`src/rtl/soc_spi_pkg.sv`:
```
`default_nettype none
// ============================================================================
// Module      : soc_spi_pkg
// Description : Shared constants and FSM state encoding for the SPI master.
// Revision    : 1.0 - initial release
// ============================================================================
package soc_spi_pkg;

    // Register word addresses (wb_addr[1:0])
    localparam logic [1:0] SPI_REG_CSR  = 2'd0;
    localparam logic [1:0] SPI_REG_DATA = 2'd1;

    // CSR bit positions
    localparam int CSR_CS      = 0;
    localparam int CSR_DIV_LSB = 8;
    localparam int CSR_BUSY    = 31;

    // Shifter FSM states
    typedef enum logic [1:0] {
        ST_IDLE = 2'd0,
        ST_LOW  = 2'd1,
        ST_HIGH = 2'd2
    } spi_state_t;

endpackage : soc_spi_pkg
`default_nettype wire

```
`src/rtl/soc_spi_shifter.sv`:
```
`default_nettype none
// ============================================================================
// Module      : soc_spi_shifter
// Description : Mode-0 byte shifter: SCK phase timing, bit counter and
//               full-duplex shift register.
// Revision    : 1.0 - initial release
// ============================================================================
module soc_spi_shifter
    import soc_spi_pkg::*;
#(
    parameter int DIV_WIDTH = 8
) (
    input  logic                 clk,
    input  logic                 rst,
    input  logic                 start,
    input  logic [7:0]           tx_byte,
    input  logic [DIV_WIDTH-1:0] div,
    input  logic                 spi_miso,
    output logic                 spi_clk,
    output logic                 spi_mosi,
    output logic                 busy,
    output logic [7:0]           rx_byte
);

    spi_state_t           r_state, w_state_nxt;
    logic [DIV_WIDTH-1:0] r_cnt, w_cnt_nxt;
    logic [2:0]           r_bit, w_bit_nxt;
    logic [7:0]           r_shift, w_shift_nxt;
    logic [7:0]           r_rx, w_rx_nxt;
    logic                 r_sck, w_sck_nxt;
    logic                 r_mosi, w_mosi_nxt;
    logic                 w_phase_end;

    assign w_phase_end = (r_cnt == div);

    // State and datapath registers; reset returns everything to idle
    always_ff @(posedge clk) begin
        if (rst) begin
            r_state <= ST_IDLE;
            r_cnt   <= '0;
            r_bit   <= 3'd0;
            r_shift <= 8'h00;
            r_rx    <= 8'h00;
            r_sck   <= 1'b0;
            r_mosi  <= 1'b0;
        end else begin
            r_state <= w_state_nxt;
            r_cnt   <= w_cnt_nxt;
            r_bit   <= w_bit_nxt;
            r_shift <= w_shift_nxt;
            r_rx    <= w_rx_nxt;
            r_sck   <= w_sck_nxt;
            r_mosi  <= w_mosi_nxt;
        end
    end

    // Next-state logic: each SCK phase lasts div+1 clocks, MSB first
    always_comb begin
        w_state_nxt = r_state;
        w_cnt_nxt   = r_cnt;
        w_bit_nxt   = r_bit;
        w_shift_nxt = r_shift;
        w_rx_nxt    = r_rx;
        w_sck_nxt   = r_sck;
        w_mosi_nxt  = r_mosi;
        case (r_state)
            ST_IDLE: begin
                if (start) begin
                    w_state_nxt = ST_LOW;
                    w_cnt_nxt   = '0;
                    w_bit_nxt   = 3'd7;
                    w_shift_nxt = tx_byte;
                    w_mosi_nxt  = tx_byte[7];
                end
            end
            ST_LOW: begin
                if (w_phase_end) begin
                    // Rising SCK: capture MISO into the vacated LSB
                    w_sck_nxt   = 1'b1;
                    w_shift_nxt = {r_shift[6:0], spi_miso};
                    w_cnt_nxt   = '0;
                    w_state_nxt = ST_HIGH;
                end else begin
                    w_cnt_nxt = r_cnt + 1'b1;
                end
            end
            ST_HIGH: begin
                if (w_phase_end) begin
                    w_sck_nxt = 1'b0;
                    w_cnt_nxt = '0;
                    if (r_bit == 3'd0) begin
                        w_rx_nxt    = r_shift;
                        w_state_nxt = ST_IDLE;
                    end else begin
                        // After the left shift, bit 7 holds the next TX bit
                        w_bit_nxt   = r_bit - 3'd1;
                        w_mosi_nxt  = r_shift[7];
                        w_state_nxt = ST_LOW;
                    end
                end else begin
                    w_cnt_nxt = r_cnt + 1'b1;
                end
            end
            default: w_state_nxt = ST_IDLE;
        endcase
    end

    assign spi_clk  = r_sck;
    assign spi_mosi = r_mosi;
    assign busy     = (r_state != ST_IDLE);
    assign rx_byte  = r_rx;

endmodule : soc_spi_shifter
`default_nettype wire

```
`src/rtl/soc_spi_master.sv`:
```
`default_nettype none
// ============================================================================
// Module      : soc_spi_master
// Description : Wishbone slave giving byte-wise SPI mode-0 access to the
//               config flash (CSR + DATA registers, software chip select).
// Revision    : 1.0 - initial release
// ============================================================================
module soc_spi_master
    import soc_spi_pkg::*;
#(
    parameter int                   DIV_WIDTH = 8,
    parameter logic [DIV_WIDTH-1:0] DIV_RST   = 8'hff
) (
    input  logic        clk,
    input  logic        rst,
    input  logic [3:0]  wb_addr,
    output logic [31:0] wb_rdata,
    input  logic [31:0] wb_wdata,
    input  logic        wb_we,
    input  logic        wb_cyc,
    output logic        wb_ack,
    output logic        spi_mosi,
    input  logic        spi_miso,
    output logic        spi_clk,
    output logic        spi_cs_n
);

    logic                 r_ack;
    logic [31:0]          r_rdata;
    logic                 r_pend_we;
    logic [1:0]           r_pend_addr;
    logic [31:0]          r_pend_wdata;
    logic                 r_cs_n;
    logic [DIV_WIDTH-1:0] r_div;
    logic                 w_req;
    logic                 w_busy;
    logic [7:0]           w_rx;
    logic [31:0]          w_read_data;
    logic                 w_wr_csr;
    logic                 w_start;
    logic                 w_unused;

    // A request is the first cycle of cyc; the ack follows one clock later
    assign w_req = wb_cyc & ~r_ack;

    // Write side effects land at the end of the ack cycle, using the busy
    // value seen during that cycle
    assign w_wr_csr = r_ack & r_pend_we & (r_pend_addr == SPI_REG_CSR);
    assign w_start  = r_ack & r_pend_we & (r_pend_addr == SPI_REG_DATA) & ~w_busy;

    // Address decode for read data; only wb_addr[1:0] is significant
    always_comb begin
        w_read_data = 32'h0;
        case (wb_addr[1:0])
            SPI_REG_CSR: begin
                w_read_data[CSR_CS]                        = r_cs_n;
                w_read_data[CSR_DIV_LSB +: DIV_WIDTH]      = r_div;
                w_read_data[CSR_BUSY]                      = w_busy;
            end
            SPI_REG_DATA: begin
                w_read_data[7:0]      = w_rx;
                w_read_data[CSR_BUSY] = w_busy;
            end
            default: w_read_data = 32'h0;
        endcase
    end

    // Bus handshake, request capture and CSR state
    always_ff @(posedge clk) begin
        if (rst) begin
            r_ack        <= 1'b0;
            r_rdata      <= 32'h0;
            r_pend_we    <= 1'b0;
            r_pend_addr  <= 2'd0;
            r_pend_wdata <= 32'h0;
            r_cs_n       <= 1'b1;
            r_div        <= DIV_RST;
        end else begin
            r_ack   <= w_req;
            r_rdata <= w_req ? w_read_data : 32'h0;
            if (w_req) begin
                r_pend_we    <= wb_we;
                r_pend_addr  <= wb_addr[1:0];
                r_pend_wdata <= wb_wdata;
            end
            if (w_wr_csr) begin
                r_cs_n <= r_pend_wdata[CSR_CS];
                // Divider is frozen while a byte is on the wire
                if (!w_busy) begin
                    r_div <= r_pend_wdata[CSR_DIV_LSB +: DIV_WIDTH];
                end
            end
        end
    end

    soc_spi_shifter #(
        .DIV_WIDTH (DIV_WIDTH)
    ) u_shifter (
        .clk      (clk),
        .rst      (rst),
        .start    (w_start),
        .tx_byte  (r_pend_wdata[7:0]),
        .div      (r_div),
        .spi_miso (spi_miso),
        .spi_clk  (spi_clk),
        .spi_mosi (spi_mosi),
        .busy     (w_busy),
        .rx_byte  (w_rx)
    );

    assign wb_ack   = r_ack;
    assign wb_rdata = r_rdata;
    assign spi_cs_n = r_cs_n;

    // Upper address bits and unused write-data bits are intentionally ignored
    assign w_unused = &{1'b0, wb_addr[3:2], r_pend_wdata};

endmodule : soc_spi_master
`default_nettype wire

```
`config.mk`:
```
export PLATFORM = sky130hd
export DESIGN_NAME = soc_spi_master
export DESIGN_NICKNAME = d
export VERILOG_FILES = /design/src/rtl/soc_spi_pkg.sv /design/src/rtl/soc_spi_shifter.sv /design/src/rtl/soc_spi_master.sv
export SDC_FILE = /design/constraint.sdc
export NUM_CORES = 1
export LEC_CHECK = 0
export ABC_AREA = 1
export BUFFER_PORTS_ARGS = -buffer_cell sky130_fd_sc_hd__buf_2
export CAP_MARGIN = 5
export CORE_MARGIN = 2
export CORE_UTILIZATION = 57
export DETAILED_ROUTE_END_ITERATION = 8
export PLACE_DENSITY = 0.84
export SYNTH_ARGS = -nofsm -noshare
export SYNTH_HDL_FRONTEND = slang
export SYNTH_SLANG_ARGS = --single-unit
export TNS_END_PERCENT = 50
```
`constraint.sdc`:
```
create_clock -name clk -period 4.3 [get_ports clk]
set_input_delay 0.215 -clock clk [delete_from_list [all_inputs] [get_ports clk]]
set_output_delay 0.215 -clock clk [all_outputs]
set_load 0.03 [all_outputs]
```
After elaboration in Yosys (flattened, before gate mapping) --
Cells that the tools add are included.
Cells by class: $add $sub $neg 2, equal/unequal tests 9, multiplexer cells 23, bitwise gates (word level) 11, reduce and logical (&&, ||, !) cells 22
Operators with widths (number):
- 8-bit two-way mux | 4
- 8-bit case mux with 2 select lines | 2
- 3-bit AND reduction | 4
- 2-bit nonzero test | 5
- 3-bit two-way mux | 3
- 3-bit OR reduction | 3
- 8-bit by 1-bit adder with 8-bit output (second input constant) | 1
- 8-bit == test | 1
- 2-bit by 1-bit == test with 1-bit output (second input constant) | 3
- 2-bit zero test | 3
- 1-bit two-way mux | 6
- 2-bit two-way mux | 3
- 2-bit by 1-bit inequality test with 1-bit output (second input constant) | 3
- 1-bit NOT | 6
- 1-bit case mux with 2 select lines | 3
- 2-bit case mux with 3 select lines | 1
- 3-bit case mux with 2 select lines | 1
- 2-bit OR reduction | 3
- 1-bit AND | 5
- 2-bit AND reduction | 2
- 4-bit AND reduction | 1
- 3-bit zero test | 1
- 3-bit by 1-bit subtractor with 3-bit output (second input constant) | 1
- 2-bit == test (second input constant) | 1
- 2-bit inequality test (second input constant) | 1
Word-level totals: register bits after elaboration 92, input port bits 41, logic and storage cells 85

Longest topological paths before layout --
Gate-level depths: netlist of run 1.
word-level depth 5, gate-level depth with buffers 11, depth with buffers taken out 11

Modules after synthesis --
From an unflattened synthesis of run 1, not the netlist that was laid out.
Unflattened totals: cell total of the unflattened synthesis 458, area total of the unflattened synthesis 3418.3 µm²
Modules (own cells, without submodules):
- soc_spi_shifter | times used 1, cells each 258, area an instance 1714.1 µm², sequential area each 620.6 µm²
- soc_spi_master | times used 1, cells each 200, area an instance 1704.1 µm², sequential area each 920.9 µm²

Least setup slack after synthesis of run 1 --
No wires, ideal clock.
path kind register to register, start register u_shifter.r_state[0], end register u_shifter.r_cnt[1], library setup time 70 ps, arrival 1450 ps, path slack 2780 ps, cell stages (with the launch flop) 9, buffers on the path 0, path through dfxtp_1 > inv_1 > ha_1 > nand2_1 > nand2_1 > inv_1 > nor2_1 > nand2_1 > a21oi_1
Between the ends: longest elaborated chain between the ends 5, elaborated cells between the ends (all ways) 11
RTL lines:
- from (decl) | RTL line soc_spi_shifter.sv:25 | spi_state_t r_state, w_state_nxt;
- from (signal assigned) | RTL line soc_spi_shifter.sv:47 | r_state <= w_state_nxt;
- 2-bit nonzero test | RTL line soc_spi_shifter.sv:110 | assign busy = (r_state != ST_IDLE);
- 1-bit NOT (no source line)
- 1-bit AND | RTL line soc_spi_master.sv:49 | assign w_start = r_ack & r_pend_we & (r_pend_addr == SPI_REG_DATA) & ~w_busy;
- 2-bit by 1-bit inequality test with 1-bit output (no source line)
- 2-bit AND reduction (no source line)
- to (signal assigned) | RTL line soc_spi_shifter.sv:48 | r_cnt <= w_cnt_nxt;
- to (decl) | RTL line soc_spi_shifter.sv:26 | logic [DIV_WIDTH-1:0] r_cnt, w_cnt_nxt;
Several ways; a longest one is shown, not always the timed one. A chain may end at the register's enable or synchronous reset.

Worst setup path in the final report of run 1 --
start register r_ack (netlist: wb_ack), end register r_rdata[6] (netlist: wb_rdata[6])
Between the ends: longest elaborated chain between the ends 4
RTL lines:
- from (decl) | RTL line soc_spi_master.sv:28 | logic r_ack;
- from (signal assigned) | RTL line soc_spi_master.sv:79 | r_ack <= w_req;
- 1-bit NOT | RTL line soc_spi_master.sv:44 | assign w_req = wb_cyc & ~r_ack;
- 1-bit AND | RTL line soc_spi_master.sv:44
- 1-bit NOT (no source line)
- 3-bit OR reduction (no source line)
- to (signal assigned) | RTL line soc_spi_master.sv:80 | r_rdata <= w_req ? w_read_data : 32'h0;
- to (decl) | RTL line soc_spi_master.sv:29 | logic [31:0] r_rdata;
No other way between the ends.

==> results of run 1 <==
## final timing paths
check	start	end	slack [ns]	cells past startpoint
setup / recovery	wb_ack$_SDFF_PP0_	wb_rdata[6]$_SDFF_PP0_	2.14	7
hold reg to reg	u_shifter.rx_byte[1]$_SDFFE_PP0P_	wb_rdata[1]$_SDFF_PP0_	0.42	2
setup reg to reg	wb_ack$_SDFF_PP0_	wb_rdata[6]$_SDFF_PP0_	2.14	7
hold / removal	wb_addr[1]	wb_rdata[31]$_SDFF_PP0_	0.09	2
## metal layers
metal  part of all wire  up-vias
met5                  0        -
met4              0.014        0
met3              0.058        9
met2               0.45       89
met1               0.48     1224
li1                   -     1426
## cell usage in the layout, fill, tap and decap left out, types with 3 or more instances in the layout
cell type    n
a21oi_1     35
buf_2       43
bufinv_16    3
clkbuf_8     9
clkinvlp_4   3
conb_1      15
dfxtp_1     77
ha_1         7
inv_1       48
nand2_1     73
nand2_4      4
nand3_1     15
nand4_1      3
nor2_1      60
nor3_1       7
o21ai_0     47
o21ai_1      4
xnor2_1      5
## cell families after synthesis
family / count (synthesis)
simple gates: 168
compound gates: 93
buf+inv: 80
flops: 77
fa+ha+maj: 7
xor+xnor: 6
other cells: 1
## critical path, stage by stage (launching register included)
cell and delay (ns):
dfxtp_1 0.33, nor2_1 0.54, inv_2 0.35, nor2_1 0.20, inv_1 0.09, nor2_1 0.19, nand2_1 0.24, nor2_1 0.14
## power groups by stage
stage / sequential, mW / clock (mW) / combinational [mW]
finish: 0.784 / 0.644 / 0.332
global route: 0.790 / 0.678 / 0.380
CTS: 0.784 / 0.651 / 0.331
detailed placement: 0.800 / 0 / 0.328
global placement: 0.799 / 0 / 0.316
floorplan: 0.812 / 0 / 0.261
## area by class of cell
class / count / area (µm²) / share of cell area
multi-input combinational: 289 / 1410 / 0.382
tap: 72 / 90.1 / 0.0245
sequential: 77 / 1540 / 0.419
clock inverter: 6 / 113 / 0.0306
timing repair buffer: 43 / 215 / 0.0585
inverter: 50 / 188 / 0.0511
clock buffer: 9 / 124 / 0.0337
## per-stage QoR
| step | hold slack, ns | worst slack, ns |
|---|---|---|
| finish | 0.0904 | 2.14 |
| floorplan | 0.294 | 2.78 |
| CTS | 0.0714 | 2.14 |
| global route | 0.0941 | 1.93 |
| global placement | 0.414 | 2.26 |
| detailed placement | 0.416 | 2.20 |
## state kept, by name (all words and copies together), names as in the netlist
signal              cells
r_div                   8
r_pend_we               1
wb_rdata               17
r_pend_addr             2
u_shifter.r_shift       8
u_shifter.spi_mosi      1
u_shifter.r_bit         3
spi_cs_n                1
u_shifter.r_cnt         8
r_pend_wdata           16
u_shifter.rx_byte       8
u_shifter.r_state       2
u_shifter.spi_clk       1
wb_ack                  1
==> results.json, run 1 <==
{
  "drive_gt1_frac": 0.148,
  "setup_viol": 0,
  "drt_iter0_markers": 175,
  "grt_pass1_wl_mm": 10.8,
  "required_ns": 4.57,
  "netSwitchingFraction": 0.293,
  "finClkSkew_ns": 0.00860,
  "drt_pass1_iterations": 4,
  "die_w_um": 79.8,
  "grt_usage": 0.216,
  "portBuffers": 43,
  "cts_buffer_depth": 2,
  "maxSlewViolCount": 0,
  "ys_types": 30,
  "ys.flop_type": "dfxtp_1",
  "ys.warnings.count": 0,
  "status": "completed",
  "power_frac_comb": 0.189,
  "antenna_cells": 0,
  "clock.fmax_ghz": 0.462,
  "synth_compound_area_frac": 0.147,
  "hp-class": "in2reg",
  "synthCells": 432,
  "cts_hold_repair.buffers": 0,
  "grt_use_met2": 0.336,
  "ir_worst_vdd_uv": 297,
  "cts_buffers": 9,
  "internal-power_mw": 1.24,
  "dr_total_vias": 2748,
  "static-leakage-power_nw": 1.66,
  "drc": 0,
  "cts_setup_buffers": 0,
  "die-area_mm2": 0.00636,
  "vias_per_cell": 5.03,
  "p_switching_uw": 516,
  "wl_mm": 6.43,
  "synth_top_family_by_area": "simple AND/OR/NAND/NOR gates",
  "core.rowCount": 27,
  "synthTopCellsByArea": "dfxtp_1 (47%), nand2_1 (8.4%), o21ai_0 (7.2%), nor2_1 (6.9%), inv_1 (5.5%)",
  "gr-total-overflow": 0,
  "ys_seq_area_frac": 0.471,
  "cts.sink_count": 77,
  "met1_usage": 0.288,
  "synth_edf_count": 0,
  "synth_common_cells": "dfxtp_1 (77), nand2_1 (73), nor2_1 (60), inv_1 (48), o21ai_0 (47)",
  "area_growth_pct": 12.4,
  "core_area_mm2": 0.00554,
  "dp_hpwl_mm": 4.38,
  "finalHoldViolCount": 0,
  "pwr-share-seq": 0.445,
  "max-slew-margin-rel": 0.304,
  "grt_pass1_vias": 2473,
  "die_h_um": 79.8,
  "synth-seq-cells": 77,
  "final_antenna_net_count": 0,
  "worst_slew_pin_slew_ns": 1.04,
  "cts_root_buf": "clkbuf_8",
  "dp.cells": 531,
  "period_share": 0.503,
  "synth_xor_area_frac": 0.0161,
  "pwr-share-clk": 0.366,
  "cts_resized": 0,
  "insertion_delay_ns": 0.34,
  "fin_util": 0.664,
  "ys_async_sr_fraction": 0,
  "start_util": 0.591,
  "avgSynthCellArea_um2": 7.57,
  "end_kind": "flip-flop",
  "antenna_found_initial": 0,
  "detail_route.wl_per_cell_um": 11.8,
  "io_pins": 77,
  "min_period_ns": 2.16,
  "place_area_mm2": 0.00344,
  "path_max_fanout": 27,
  "power_mw": 1.76,
  "maxCapViolCount": 0,
  "use_met3": 0.0543,
  "gp_congestion": 0.863,
  "yosysTopAreaCell": "dfxtp_1",
  "synth_top_area_frac": 0.471,
  "rsz0062_at_grt": "false",
  "syn_area_mm2": 0.00327,
  "setup.worst_path.start_class": "flip-flop",
  "synthMuxAreaShare": 0,
  "cts_max_level": 3,
  "nFillCells": 463,
  "cts_tree": "done",
  "path_class": "reg2reg",
  "path_clk_slew_ns": 0.07,
  "setup_tns_ns": 0,
  "nets": 518,
  "busiest_layer": "met2",
  "p_per_area_mw_per_mm2": 479,
  "critPathArrivalTime_ns": 2.43,
  "grt_max_degree": 41,
  "design_area_mm2": 0.00368,
  "stdcell_count": 546,
  "yosysMostFrequentCell": "dfxtp_1",
  "synthSimpleGateAreaFrac": 0.222,
  "synth_fa_ha_area_frac": 0.0268
}
No activity file was read; power rests on OpenSTA's default activity.
==> inputs of run 2 (changes only) <==
- ABC_AREA: 1 -> 0
- CORE_UTILIZATION: 57 -> 48
- PLACE_DENSITY: 0.84 -> 0.75
- clock period: 4.3 -> 1.97 ns (I/O delays scaled with it)
==> run 2 against run 1 <==
Worst hold slack got worse by 0.064 ns. Utilization fell by 7.9 points. Sequential power rose by 110%. Critical path depth fell by 1. Routed wire length rose by 7.2%. Synthesized cell count fell by 13%. Global-route usage fell by 2.2 points. Clock skew fell by 0.0025 ns. Die area rose by 18%. Clock power rose by 80%. Final cell count fell by 4.4%. Non-clock buffer count rose by 31.
==> results.json, run 2 <==
{
  "synth_common_cells": "dfxtp_1 (77), nand2_1 (76), a21oi_1 (38), and2_1 (17), clkbuf_1 (16)",
  "synth_edf_count": 0,
  "place_area_mm2": 0.00353,
  "ys_types": 40,
  "max-slew-margin-rel": 0.599,
  "mostFrequentLayoutCells": "nand2_1 (76), dfxtp_1 (76), buf_2 (43)",
  "synth_compound_area_frac": 0.145,
  "cts_tree": "done",
  "insertion_delay_ns": 0.35,
  "ys.warnings.count": 0,
  "path_buf_inv": 1,
  "cts.sink_count": 77,
  "use_met3": 0.0495,
  "area_growth_pct": 19.4,
  "wl_mm": 6.89,
  "critPathArrivalTime_ns": 2.14,
  "synth-seq-cells": 77,
  "maxCapViolCount": 0,
  "synthCells": 374,
  "drc": 0,
  "syn_area_mm2": 0.00327,
  "hold_ws_ns": 0.0266,
  "setup_viol": 0,
  "antenna_cells": 0,
  "min_period_ns": 1.88,
  "synth_xor_area_frac": 0.0214,
  "vias_per_cell": 5.13,
  "end_kind": "flip-flop",
  "ys_async_sr_fraction": 0,
  "die_w_um": 86.5,
  "die-area_mm2": 0.00749,
  "largest_register_ffs": 17,
  "nFillCells": 587,
  "clock.fmax_ghz": 0.532,
  "static-leakage-power_nw": 1.57,
  "netSwitchingFraction": 0.255,
  "yosysTopAreaCell": "dfxtp_1",
  "design_area_mm2": 0.00391,
  "synthMuxAreaShare": 0.0402,
  "pwr-share-clk": 0.368,
  "setup_tns_ns": 0,
  "final_antenna_net_count": 0,
  "grt_use_met2": 0.302,
  "ir_worst_vdd_uv": 448,
  "p_switching_uw": 803,
  "path_class": "reg2reg",
  "hp-class": "in2reg",
  "yosysMostFrequentCell": "dfxtp_1",
  "cts_root_buf": "clkbuf_8",
  "pwr-share-seq": 0.517,
  "grt_usage": 0.195,
  "seq_area_mm2": 0.00154,
  "finalHoldViolCount": 0,
  "nets": 486,
  "die_h_um": 86.5,
  "path_max_fanout": 6,
  "io_pins": 77,
  "synth_top_family_by_area": "simple AND/OR/NAND/NOR gates",
  "start_util": 0.489,
  "power_frac_comb": 0.115,
  "synth_fa_ha_area_frac": 0.0268,
  "cts_buffers": 9,
  "antenna_found_initial": 0,
  "dp_hpwl_mm": 4.47,
  "drt_pass1_iterations": 4,
  "synthSimpleGateAreaFrac": 0.222,
  "avgSynthCellArea_um2": 8.74,
  "crit_chain": "xnor2_1, nand4_1, nor4b_4, buf_4, a211oi_1, a311oi_1",
  "cts_max_level": 3,
  "gr-total-overflow": 0,
  "core_area_mm2": 0.00668,
  "gp_congestion": 0.804,
  "ys_seq_area_frac": 0.471,
  "drive_gt1_frac": 0.181,
  "status": "completed",
  "grt_pass1_vias": 2571,
  "period_share": 0.953,
  "ys.flop_type": "dfxtp_1",
  "grt_pass1_wl_mm": 11.6,
  "maxSlewViolCount": 0,
  "met1_usage": 0.258,
  "setup.worst_path.start_class": "flip-flop",
  "synthTopCellsByArea": "dfxtp_1 (47%), nand2_1 (8.7%), a21oi_1 (5.8%), mux2i_1 (3.7%), buf_4 (3.4%)",
  "synth_top_area_frac": 0.471,
  "busiest_layer": "met2",
  "finClkSkew_ns": 0.00606,
  "slowest_stage": "dfxtp_1",
  "multi_input_area_mm2": 0.00155,
  "max_stage_delay_ns": 0.44,
  "internal-power_mw": 2.35,
  "dr_total_vias": 2677,
  "critPathTopFamily": "simple AND/OR/NAND/NOR gates",
  "rsz0062_at_grt": "false",
  "drt_iter0_markers": 176,
  "path_clk_slew_ns": 0.08,
  "worst_slew_pin_slew_ns": 0.602,
  "core.rowCount": 30,
  "p_per_area_mw_per_mm2": 806,
  "detail_route.wl_per_cell_um": 13.2,
  "grt_max_degree": 62,
  "portBuffers": 43,
  "required_ns": 2.23,
  "cts_buffer_depth": 2
}
-- run 2: cell count changes after synthesis, sizes merged, moves of 4 or more --
cell and change:
nor2 -49, inv -42, o21ai -38, and2 +17, mux2i +12, nand3 -11
nand3b +10, a311oi +9, clkbuf +8, a211oi +6, a31oi +4
-- run 2: cell families (layout without fill, tap and decap cells) --
kind of cell	Yosys count	count (layout)
simple gates	147	147
compound gates	78	78
flops	77	77
buf+inv	43	97
mux	13	13
xor+xnor	8	8
fa+ha+maj	7	7
other cells	1	15
-- run 2: power by group through the flow --
stage	logic, mW	registers [mW]	clock network [mW]
after floorplan	0.247	1.68	0
after global placement	0.323	1.66	0
after detailed placement	0.329	1.66	0
after CTS	0.357	1.63	1.18
after global routing	0.397	1.63	1.25
final	0.363	1.63	1.16
-- run 2: through the flow --
| stage | utilization | total power, mW | setup WS (ns) | std cells |
|---|---|---|---|---|
| after CTS | 0.582 | 3.17 | 0.129 | 521 |
| after floorplan | - | 1.92 | 0.000135 | 388 |
| final | 0.584 | 3.15 | 0.0916 | 522 |
| after detailed placement | 0.528 | 1.99 | 0.149 | 489 |
| after global routing | 0.584 | 3.28 | 0.00264 | 522 |
| after global placement | 0.528 | 1.99 | 0.232 | 489 |
-- run 2: what timing repair did --
item | in CTS | in global routing
hold buffers | 17 | 0
gates resized for setup | 0 | 2
endpoints found under the setup margin | 0 | 4
hold endpoints to repair | 17 | 0
buffers inserted | 0 | 1
-- run 2: final timing paths --
kind                                                   startpoint                              end  slack [ns]  depth (start not counted)
worst min-delay path                                  wb_wdata[1]     r_pend_wdata[1]$_SDFFE_PP0N_        0.03                          3
worst max-delay path              u_shifter.r_cnt[2]$_SDFFE_PP0P_  u_shifter.r_bit[2]$_SDFFE_PP0P_        0.09                          6
worst min register to register  u_shifter.rx_byte[5]$_SDFFE_PP0P_           wb_rdata[5]$_SDFF_PP0_        0.45                          1
worst max register to register    u_shifter.r_cnt[2]$_SDFFE_PP0P_  u_shifter.r_bit[2]$_SDFFE_PP0P_        0.09                          6
-- run 2: per-layer routing --
layer  vias to the layer above  wire length [µm]
li1                       1373                 -
met1                      1218              3190
met2                        72              3270
met3                        14               330
met4                         0               106
met5                         -                 0
-- run 2: final cells by class --
class	instances	area share
Multi-Input combinational cell	268	0.397
Inverter	8	0.00769
Tap cell	80	0.0256
Clock inverter	4	0.0125
Clock buffer	11	0.0362
Timing Repair Buffer	74	0.126
Sequential cell	77	0.395
-- run 2: worst min-delay path, cell delays in order --
cell	delay (ns)
buf_2	0.11
nand2_1	0.06
a21oi_1	0.06
==> inputs of run 3 (changes only) <==
- REMOVE_ABC_BUFFERS: unset -> 1
==> run 3 against run 2 <==
Utilization did not move. Via count rose by 0.37%. Combinational power barely moved. Final cell count rose by 0.19%. Global-route usage fell by 0.53 points. Register-to-register slack improved by 0.07 ns. Setup slack improved by 0.071 ns. Sequential cell count did not move. Die area did not move. Power fell by 0.63%. Fmax rose by 3.9%. Clock power barely moved. Critical path type unchanged. Highest routed layer unchanged.
==> results.json, run 3 (same netlist as run 2, synthesis figures left out) <==
{
  "period_share": 0.917,
  "die-area_mm2": 0.00749,
  "status": "completed",
  "vias_per_cell": 5.14,
  "grt_max_degree": 62,
  "die_h_um": 86.5,
  "detail_route.wl_per_cell_um": 12.6,
  "p_per_area_mw_per_mm2": 801,
  "grt_pass1_vias": 2455,
  "crit_chain": "inv_1, ha_1, and2_1, a211oi_4, or3b_1, a31oi_1",
  "cts_setup_buffers": 0,
  "cts.sink_count": 77,
  "cts_hold_repair.buffers": 17,
  "slowest_stage": "dfxtp_1",
  "setup_viol": 0,
  "min_period_ns": 1.81,
  "fin_util": 0.584,
  "pwr-share-seq": 0.520,
  "path_max_fanout": 6,
  "cts_resized": 0,
  "p_switching_uw": 784,
  "core.rowCount": 30,
  "final_common_cell": "dfxtp_1",
  "drt_iter0_markers": 176,
  "maxSlewViolCount": 0,
  "fin_ws_ns": 0.163,
  "cts_root_buf": "clkbuf_8",
  "cts_buffer_depth": 2,
  "place_area_mm2": 0.00354,
  "antenna_found_initial": 0,
  "grt_usage": 0.190,
  "drt_pass1_iterations": 4,
  "io_pins": 77,
  "clock.fmax_ghz": 0.553,
  "drc": 0,
  "dr_total_vias": 2687,
  "power_frac_comb": 0.115,
  "max_stage_delay_ns": 0.38,
  "cts_max_level": 3,
  "finalHoldViolCount": 0,
  "core_area_mm2": 0.00668,
  "pwr-share-clk": 0.365,
  "final_antenna_net_count": 0,
  "antenna_cells": 0,
  "gp_congestion": 0.889,
  "path_class": "reg2reg",
  "max-slew-margin-rel": 0.601,
  "nFillCells": 596,
  "gr-total-overflow": 0,
  "end_kind": "flip-flop",
  "critPathArrivalTime_ns": 2.08,
  "maxCapViolCount": 0,
  "hp-class": "in2reg",
  "grt_pass1_wl_mm": 11.1,
  "place_ws_ns": 0.173,
  "start_util": 0.489,
  "dp_hpwl_mm": 4.52,
  "insertion_delay_ns": 0.35,
  "finClkSkew_ns": 0.00717,
  "ir_worst_vdd_uv": 448,
  "nets": 487,
  "internal-power_mw": 2.35,
  "worst_slew_pin_slew_ns": 0.599,
  "largest_register_ffs": 17,
  "portBuffers": 43,
  "path_clk_slew_ns": 0.07,
  "wl_mm": 6.61,
  "static-leakage-power_nw": 1.57,
  "design_area_mm2": 0.00391,
  "rsz0062_at_grt": "false",
  "seq_area_mm2": 0.00154,
  "required_ns": 2.24,
  "netSwitchingFraction": 0.250,
  "setup.worst_path.start_class": "flip-flop",
  "die_w_um": 86.5,
  "cts_buffers": 9,
  "area_growth_pct": 19.4,
  "mostFrequentLayoutCells": "dfxtp_1 (77), nand2_1 (76), buf_2 (43)",
  "cts_tree": "done",
  "multi_input_area_mm2": 0.00155,
  "drive_gt1_frac": 0.176
}
-- run 3: routing by layer --
metal	vias up	share of wire	track usage
li1	1380	-	-
met1	1228	0.45	0.246
met2	71	0.49	0.303
met3	8	0.049	0.0543
met4	0	0.015	0.0653
met5	-	0	0
-- run 3: final cells by class --
class	count	area share
multi-input cells	268	0.396
clock inverters	4	0.0125
well taps	80	0.0256
flip-flops and latches	77	0.395
clock buffers	11	0.0362
repair buffers	75	0.128
inverters	8	0.00769
-- run 3: worst max-delay path, delay by kind of cell (launching register included) --
| kind | cells | cell delay [ns] |
|---|---|---|
| and+or+nand+nor | 2 | 0.61 |
| AOI/OAI and AO/OA | 2 | 0.44 |
| DFF | 1 | 0.38 |
| adders and majority gates | 1 | 0.20 |
| buffers and inverters | 1 | 0.10 |
-- run 3: worst paths after layout --
check                                          from                              end  slack (ns)  cells after the start
hold / removal                          wb_wdata[6]     r_pend_wdata[6]$_SDFFE_PP0N_        0.03                      3
hold reg to reg   u_shifter.rx_byte[7]$_SDFFE_PP0P_           wb_rdata[7]$_SDFF_PP0_        0.45                      1
setup / recovery  u_shifter.r_state[1]$_SDFFE_PP0P_  u_shifter.r_cnt[7]$_SDFFE_PP0P_        0.16                      6
setup reg to reg  u_shifter.r_state[1]$_SDFFE_PP0P_  u_shifter.r_cnt[7]$_SDFFE_PP0P_        0.16                      6
-- run 3: power groups by stage --
stage | registers, mW | logic [mW] | clock network, mW
6_report | 1.63 | 0.360 | 1.14
4_1_cts | 1.63 | 0.357 | 1.17
3_5_place_dp | 1.66 | 0.329 | 0
5_1_grt | 1.63 | 0.395 | 1.24
2_1_floorplan | 1.68 | 0.199 | 0
3_3_place_gp | 1.66 | 0.323 | 0
-- run 3: metrics by stage --
| stage | total power, mW | TNS (ns) | hold WS (ns) | std cells |
|---|---|---|---|---|
| floorplan | 1.88 | -0.598 | 0.168 | 353 |
| global placement | 1.98 | 0 | 0.339 | 491 |
| detailed placement | 1.99 | 0 | 0.345 | 491 |
| CTS | 3.15 | 0 | 0.0159 | 523 |
| global route | 3.26 | 0 | 0.0165 | 523 |
| finish | 3.13 | 0 | 0.0271 | 523 |
